--- src/rtl/simon_pkg.sv ---
// Shared types and helpers for the Simon game core: FSM state encoding,
// mode LED codes and the pattern validity rule.
package simon_pkg;

   typedef enum logic [2:0] {
      INPUT    = 3'd0,
      PLAYBACK = 3'd1,
      REPEAT   = 3'd2,
      DONE     = 3'd3,
      WIN      = 3'd4
   } state_t;

   localparam logic [2:0] LED_MODE_INPUT    = 3'b001;
   localparam logic [2:0] LED_MODE_PLAYBACK = 3'b010;
   localparam logic [2:0] LED_MODE_REPEAT   = 3'b100;
   localparam logic [2:0] LED_MODE_DONE     = 3'b111;
   localparam logic [2:0] LED_MODE_WIN      = 3'b011;

   // Patterns are zero-extended to this width before validation.
   localparam int PAT_MAX_W = 32;

   // Easy: any nonzero pattern. Hard: exactly one switch up.
   function automatic logic valid_pattern(input logic                 level,
                                          input logic [PAT_MAX_W-1:0] pattern);
      logic ok;
      if (pattern == '0)
         ok = 1'b0;
      else if (!level)
         ok = 1'b1;
      else
         ok = ((pattern & (pattern - PAT_MAX_W'(1))) == '0);
      return ok;
   endfunction

endpackage

--- src/rtl/simon_seq_mem.sv ---
// Sequence memory: DEPTH x WIDTH register array, one synchronous write
// port and one asynchronous read port.
module simon_seq_mem
   import simon_pkg::*;
#(
   parameter  int WIDTH = 4,
   parameter  int DEPTH = 64,
   localparam int AW    = $clog2(DEPTH)
) (
   input  logic             pclk,
   input  logic             we,
   input  logic [AW-1:0]    waddr,
   input  logic [WIDTH-1:0] wdata,
   input  logic [AW-1:0]    raddr,
   output logic [WIDTH-1:0] rdata
);

   logic [WIDTH-1:0] mem [DEPTH];

   // NOTE: no reset on the array; entries are only read after being written.
   always_ff @(posedge pclk) begin
      if (we)
         mem[waddr] <= wdata;
   end

   assign rdata = mem[raddr];

endmodule

--- src/rtl/simon_multi.sv ---
// Simon game core: record, play back and check switch patterns.
// Optional high-score output enabled by defining SIMON_HISCORE_EN.
module simon_multi
   import simon_pkg::*;
#(
   parameter  int WIDTH = 4,
   parameter  int DEPTH = 64,
   parameter  int LIVES = 0,
   localparam int SW    = $clog2(DEPTH + 1),
   localparam int LW    = (LIVES > 0) ? $clog2(LIVES + 1) : 1
) (
   input  logic             pclk,
   input  logic             rst,
   input  logic             new_game,
   input  logic             level,
   input  logic [WIDTH-1:0] pattern,
   output logic [WIDTH-1:0] pattern_leds,
   output logic [2:0]       mode_leds,
   output logic [SW-1:0]    score,
   output logic [LW-1:0]    lives_left
`ifdef SIMON_HISCORE_EN
   ,
   output logic [SW-1:0]    hiscore
`endif
);

   localparam int IW = $clog2(DEPTH);

   state_t           state, state_nxt;
   logic [SW-1:0]    len, len_nxt;
   logic [IW-1:0]    idx, idx_nxt;
   logic [LW-1:0]    lives, lives_nxt;
   logic             mem_we;
   logic [WIDTH-1:0] mem_rdata;
   logic             at_last, is_full, pat_ok;

   simon_seq_mem #(.WIDTH(WIDTH), .DEPTH(DEPTH)) u_mem (
      .pclk  (pclk),
      .we    (mem_we),
      .waddr (len[IW-1:0]),
      .wdata (pattern),
      .raddr (idx),
      .rdata (mem_rdata)
   );

   assign at_last = (SW'(idx) == (len - SW'(1)));
   assign is_full = (len == SW'(DEPTH));
   assign pat_ok  = valid_pattern(level, PAT_MAX_W'(pattern));

   // NOTE: non-blocking assignments for all state so every register samples
   // pre-edge values regardless of statement order.
   always_ff @(posedge pclk or negedge rst) begin
      if (!rst) begin
         state <= INPUT;
         len   <= '0;
         idx   <= '0;
         lives <= LW'(LIVES);
      end else begin
         state <= state_nxt;
         len   <= len_nxt;
         idx   <= idx_nxt;
         lives <= lives_nxt;
      end
   end

   // NOTE: every output of this block is defaulted first so no latch is inferred.
   always_comb begin
      state_nxt = state;
      len_nxt   = len;
      idx_nxt   = idx;
      lives_nxt = lives;
      mem_we    = 1'b0;
      if (new_game) begin
         state_nxt = INPUT;
         len_nxt   = '0;
         idx_nxt   = '0;
         lives_nxt = LW'(LIVES);
      end else begin
         case (state)
            INPUT: begin
               if (pat_ok && !is_full) begin
                  mem_we    = 1'b1;
                  len_nxt   = len + SW'(1);
                  idx_nxt   = '0;
                  state_nxt = PLAYBACK;
               end
            end
            PLAYBACK: begin
               if (at_last) begin
                  idx_nxt   = '0;
                  state_nxt = REPEAT;
               end else begin
                  idx_nxt = idx + IW'(1);
               end
            end
            REPEAT: begin
               if (pattern == mem_rdata) begin
                  if (at_last) begin
                     idx_nxt   = '0;
                     state_nxt = is_full ? WIN : INPUT;
                  end else begin
                     idx_nxt = idx + IW'(1);
                  end
               end else if (lives != '0) begin
                  lives_nxt = lives - LW'(1);
                  idx_nxt   = '0;
                  state_nxt = PLAYBACK;
               end else begin
                  idx_nxt   = '0;
                  state_nxt = DONE;
               end
            end
            DONE, WIN: begin
               idx_nxt = at_last ? '0 : idx + IW'(1);
            end
            default: begin
               state_nxt = INPUT;
               len_nxt   = '0;
               idx_nxt   = '0;
            end
         endcase
      end
   end

   always_comb begin
      mode_leds    = LED_MODE_INPUT;
      pattern_leds = pattern;
      case (state)
         INPUT:    mode_leds = LED_MODE_INPUT;
         REPEAT:   mode_leds = LED_MODE_REPEAT;
         PLAYBACK: begin
            mode_leds    = LED_MODE_PLAYBACK;
            pattern_leds = mem_rdata;
         end
         DONE: begin
            mode_leds    = LED_MODE_DONE;
            pattern_leds = mem_rdata;
         end
         WIN: begin
            mode_leds    = LED_MODE_WIN;
            pattern_leds = mem_rdata;
         end
         default: mode_leds = LED_MODE_INPUT;
      endcase
   end

   assign score      = len;
   assign lives_left = lives;

`ifdef SIMON_HISCORE_EN
   logic game_over_edge;

   // Only the transition into a terminal state updates the record.
   assign game_over_edge = ((state_nxt == DONE) || (state_nxt == WIN)) &&
                           (state != DONE) && (state != WIN);

   always_ff @(posedge pclk or negedge rst) begin
      if (!rst)
         hiscore <= '0;
      else if (game_over_edge && (len > hiscore))
         hiscore <= len;
   end
`endif

endmodule

--- config.mk ---
export PLATFORM = sky130hd
export DESIGN_NAME = simon_multi
export DESIGN_NICKNAME = d
export VERILOG_FILES = /design/src/rtl/simon_pkg.sv /design/src/rtl/simon_seq_mem.sv /design/src/rtl/simon_multi.sv
export SDC_FILE = /design/constraint.sdc
export NUM_CORES = 1
export LEC_CHECK = 0
export ABC_AREA = 1
export ABC_CLOCK_PERIOD_IN_PS = 4400
export CAP_MARGIN = 30
export CORE_MARGIN = 2
export CORE_UTILIZATION = 38
export DETAILED_ROUTE_END_ITERATION = 6
export PLACE_DENSITY = 0.51
export SLEW_MARGIN = 20
export SYNTH_ARGS = -nofsm -noshare
export SYNTH_HDL_FRONTEND = slang
export SYNTH_HIERARCHICAL = 1
export SYNTH_SLANG_ARGS = --single-unit
--- constraint.sdc ---
create_clock -name pclk -period 4.4 [get_ports pclk]
set_clock_uncertainty 0.15 [all_clocks]
set_input_delay 0.88 -clock pclk [delete_from_list [all_inputs] [get_ports pclk]]
set_output_delay 0.88 -clock pclk [all_outputs]
set_load 0.02 [all_outputs]
==> results_tabular.tex <==
\begin{tabular}{lr}
\hline
Metric & Value \\
\hline
\multicolumn{2}{l}{\textbf{Routing}} \\
\quad Number of remaining DRC errors & 0 \\
\quad Post-DRT Antenna Nets & 0 \\
\quad DR vias/cell & 5.271 \\
\quad Number of violations reported at the end of detailed-routing iteration 0 & 769 \\
\quad Via count of the routed design & 8,639 \\
\quad Aggregate routed wire length & 33.07 mm \\
\quad Detailed Routing Iterations Pass 1 & 5 \\
\quad Wirelength per Cell & 20.17 µm \\
\multicolumn{2}{l}{\textbf{Worst setup path}} \\
\quad CP arrival & 3.20 ns \\
\quad Category of the worst setup path launch point & register \\
\quad Crit Path Class & register to output port \\
\quad Largest driver fanout on the critical path & 31 \\
\quad Setup crit end kind & output port \\
\quad Data required time at the worst endpoint & 3.37 ns \\
\multicolumn{2}{l}{\textbf{Synth}} \\
\quad Fraction of registers with async set/reset & 5.882\% \\
\quad Yosys synthesis warning count & 6 \\
\quad Register bit total from synthesis & 272 \\
\quad Dominant cells by area after synthesis & sky130\_fd\_sc\_hd\_\_edfxtp\_1 (62\%), sky130\_fd\_sc\_hd\_\_nand2\_1 (12\%), sky130\_fd\_sc\_hd\_\_nand3\_1 (9.8\%) \\
\quad Cell taking the most area after synthesis & sky130\_fd\_sc\_hd\_\_edfxtp\_1 \\
\quad Distinct cell type count after synthesis & 33 \\
\quad Share of the yosys chip area belonging to registers & 65.58\% \\
\quad Number of flops mapped to enable cells by yosys & 256 \\
\quad Mapped Cells & 1,180 \\
\quad Fraction of synthesized cell area taken by the top area cell type & 62.34\% \\
\quad Avg Inst Size Synth & 10.45 µm² \\
\quad Syn Nets & 1,192 \\
\quad Prevailing post-synth register cell & sky130\_fd\_sc\_hd\_\_edfxtp\_1 \\
\quad Synth top cells by count & sky130\_fd\_sc\_hd\_\_nand2\_1 (407), sky130\_fd\_sc\_hd\_\_edfxtp\_1 (256), sky130\_fd\_sc\_hd\_\_nand3\_1 (241), sky130\_fd\_sc\_hd\_\_nor2\_1 (71), sky130\_fd\_sc\_hd\_\_inv\_1 (32) \\
\quad Most frequent cell after synthesis & sky130\_fd\_sc\_hd\_\_nand2\_1 \\
\quad Syn Std Cell Area & 0.01233 mm² \\
\multicolumn{2}{l}{\textbf{Timing}} \\
\quad Final hold violations & 0 \\
\quad Min cycle time layout & 4.228 ns \\
\quad Final clock period utilization by the worst path & 96.08\% \\
\quad Number of max-slew violations in the final report & 0 \\
\quad Remaining max-slew budget at the tightest pin & 46.84\% \\
\quad Worst-case hold slack & 0.3997 ns \\
\quad Fmax & 0.2365 GHz \\
\quad Measured slew at the worst slew-check pin & 0.7949 ns \\
\quad Final setup TNS & 0 ns \\
\quad Final setup violating endpoints & 0 \\
\quad RSZ-0062 raised after global routing & no \\
\multicolumn{2}{l}{\textbf{Floorplanning}} \\
\quad Total Die Area & 0.03391 mm² \\
\quad Core Footprint & 0.03172 mm² \\
\quad Height of the chip & 184.1 µm \\
\quad Die width & 184.1 µm \\
\quad Boundary Pins & 23 \\
\quad Initial Utilization & 38.88\% \\
\quad Std cell rows & 65 \\
\multicolumn{2}{l}{\textbf{GRT}} \\
\quad Number of global-route vias before repair & 8,563 \\
\quad Overall routing resource usage & 19.72\% \\
\quad Largest net degree at the start of global routing & 89 \\
\quad Global route overflow & 0 \\
\quad Global-route wire length before repair & 50.58 mm \\
\quad Initial antenna violation count & 1 \\
\multicolumn{2}{l}{\textbf{Placed design}} \\
\quad Count of port buffers added during placement & 21 \\
\quad Gpl congestion & 0.8104 \\
\quad Total half-perimeter wirelength after legalization and detailed placement & 20.42 mm \\
\multicolumn{2}{l}{\textbf{Final layout}} \\
\quad Area growth from synthesis to final layout & 12.88\% \\
\quad Fraction of final layout cells sized beyond drive strength 1 & 10.91\% \\
\quad Number of nets in the layout & 1,225 \\
\quad Fin util & 43.89\% \\
\quad Final antenna diode count & 0 \\
\multicolumn{2}{l}{\textbf{Pwr}} \\
\quad Worst IR Drop VDD & 317.6 µV \\
\quad Overall power of the completed layout & 0.006879 W \\
\quad Power density over the cells & 494.2 mW/mm² \\
\quad Leakage power & 5.165 nW \\
\multicolumn{2}{l}{\textbf{Worst hold path}} \\
\quad Worst hold path type & register to register \\
\multicolumn{2}{l}{\textbf{CTS}} \\
\quad Number of CTS-inserted buffers & 30 \\
\quad H-tree level count & 1 \\
\quad Clock transition at the register clock pins on the worst setup and hold paths after CTS & 0.06 ns \\
\quad Hold buffer count at CTS & 0 \\
\quad Max clock buf depth & 3 \\
\quad CTS tree & yes \\
\quad Sinks on the clock net & 272 \\
\quad Root buf cell & sky130\_fd\_sc\_hd\_\_clkbuf\_16 \\
\quad Later-pin clock latency in the skew report & 0.57 ns \\
\quad Setup repair bufs after CTS & 0 \\
\multicolumn{2}{l}{\textbf{Outcome}} \\
\quad Outcome & finished clean \\
\multicolumn{2}{l}{\textbf{Job}} \\
\quad Max cap viols & 0 \\
\hline
\end{tabular}
-- stage by stage --
stage | std cells | worst slack, ns | instance area [µm²]
final | 1639 | 0.1725 | 13920
after global routing | 1639 | 0.03574 | 13920
after CTS | 1639 | 0.02064 | 13910
after detailed placement | 1583 | 0.5015 | 12910
after global placement | 1583 | 0.5013 | 12910
after floorplan | 1180 | 1.461 | 12330
-- power by group --
part / switching, W / internal, W / total (W) / leakage [nW]
clock: 0.00101 / 0.00151 / 0.00253 / 0.498
sequential: 0.0000450 / 0.00286 / 0.00291 / 2.52
combinational: 0.000996 / 0.000444 / 0.00144 / 2.15
-- kinds of logic after synthesis --
family                   count (synthesis)  share of synthesized area [%]
other                                    1                        0.03041
buffers and inverters                  105                          5.215
XOR/XNOR                                 5                         0.3552
AO/OA/AOI/OAI                           29                          1.552
AND/OR/NAND/NOR                        764                          26.86
flip-flops                             272                          65.58
adder cells (fa/ha/maj)                  4                         0.4059
-- worst max-delay path, stage by stage, from the launching register on --
cell	delay, ns
sky130_fd_sc_hd__dfrtp_2	0.43
sky130_fd_sc_hd__inv_2	0.51
sky130_fd_sc_hd__buf_4	0.34
sky130_fd_sc_hd__nand3_1	0.10
sky130_fd_sc_hd__nand3_1	0.10
sky130_fd_sc_hd__nand2_1	0.08
sky130_fd_sc_hd__nand2_1	0.06
sky130_fd_sc_hd__nand3_1	0.12
sky130_fd_sc_hd__nand3_1	0.13
sky130_fd_sc_hd__nand2_1	0.14
sky130_fd_sc_hd__inv_1	0.10
sky130_fd_sc_hd__o21ai_0	0.16
sky130_fd_sc_hd__dlygate4sd2_1	0.38
-- per-layer routing --
| metal | track usage (%) | vias up | share of wire [%] |
|---|---|---|---|
| met5 | 0 | - | 0.045 |
| met4 | 4.672 | 2 | 2.0 |
| met2 | 33.98 | 211 | 48 |
| li1 | - | 4139 | - |
| met3 | 2.312 | 43 | 4.4 |
| met1 | 26.72 | 4244 | 46 |
-- worst paths after layout --
check	from	to	slack [ns]	cells past startpoint
min in group asynchronous	rst	score[6]	0.64	1
worst min register to register	state[2]	state[2]	0.40	2
max in group asynchronous	rst	idx[0]	2.88	1
worst max-delay path	idx[1]	pattern_leds[1]	0.17	12
worst max register to register	score[1]	u_mem/mem[38][1]	1.12	8
worst min-delay path	state[2]	state[2]	0.40	2
-- cells in the final DEF, fill, tap and decap left out, types with 2 or more instances in the layout --
cell                              synthesis  final
sky130_fd_sc_hd__a21oi_1                  4      4
sky130_fd_sc_hd__clkinv_2                 0     11
sky130_fd_sc_hd__o21bai_1                 2      2
sky130_fd_sc_hd__nor2_1                  71     71
sky130_fd_sc_hd__dfrtp_1                 16     14
sky130_fd_sc_hd__a21oi_2                  4      4
sky130_fd_sc_hd__nand3b_1                 2      2
sky130_fd_sc_hd__o21ai_0                 10     10
sky130_fd_sc_hd__ha_1                     4      4
sky130_fd_sc_hd__xnor2_1                  2      2
sky130_fd_sc_hd__clkbuf_8                 0      2
sky130_fd_sc_hd__nand2_1                407    407
sky130_fd_sc_hd__bufinv_16                0      4
sky130_fd_sc_hd__clkdlybuf4s50_1          0     13
sky130_fd_sc_hd__o21ai_1                  2      2
sky130_fd_sc_hd__clkbuf_16                0     30
sky130_fd_sc_hd__nor3_1                   2      2
sky130_fd_sc_hd__nand4_1                 16     16
sky130_fd_sc_hd__nor2_2                   2      2
sky130_fd_sc_hd__buf_12                   0      4
sky130_fd_sc_hd__edfxtp_1               256    256
sky130_fd_sc_hd__clkinv_1                 0      4
sky130_fd_sc_hd__inv_1                   32     32
sky130_fd_sc_hd__nor4_1                   8      8
sky130_fd_sc_hd__dlygate4sd2_1            0      3
sky130_fd_sc_hd__nor3_2                   2      2
sky130_fd_sc_hd__buf_4                    6     37
sky130_fd_sc_hd__nand3_2                  2      2
sky130_fd_sc_hd__inv_2                   11     10
sky130_fd_sc_hd__nand2_2                  8      8
sky130_fd_sc_hd__buf_2                   16      4
sky130_fd_sc_hd__o21ai_2                  7      7
sky130_fd_sc_hd__nor2_4                   2      2
sky130_fd_sc_hd__clkbuf_1                11      4
sky130_fd_sc_hd__nand3_1                241    241
sky130_fd_sc_hd__xor2_1                   3      3
-- layout make-up --
type | instances | area (µm²)
clock buffers | 36 | 793.3
clock inverters | 20 | 209.0
fillers | 3029 | 17800
inverters | 43 | 162.7
multi-input cells | 803 | 3601
flip-flops and latches | 272 | 8093
well taps | 402 | 503.0
repair buffers | 63 | 558.0
-- registers in the layout, indices dropped and copies added, names as in the netlist --
signal / count
idx: 6
score: 7
state: 3
u_mem/mem: 256
-- timing repair --
item | 4_1_cts | 5_1_grt
endpoints found under the setup margin | 3 | 1
resized for setup | 3 | 2
hold endpoints to repair | 0 | 0
No activity file was read; power rests on OpenSTA's default activity.
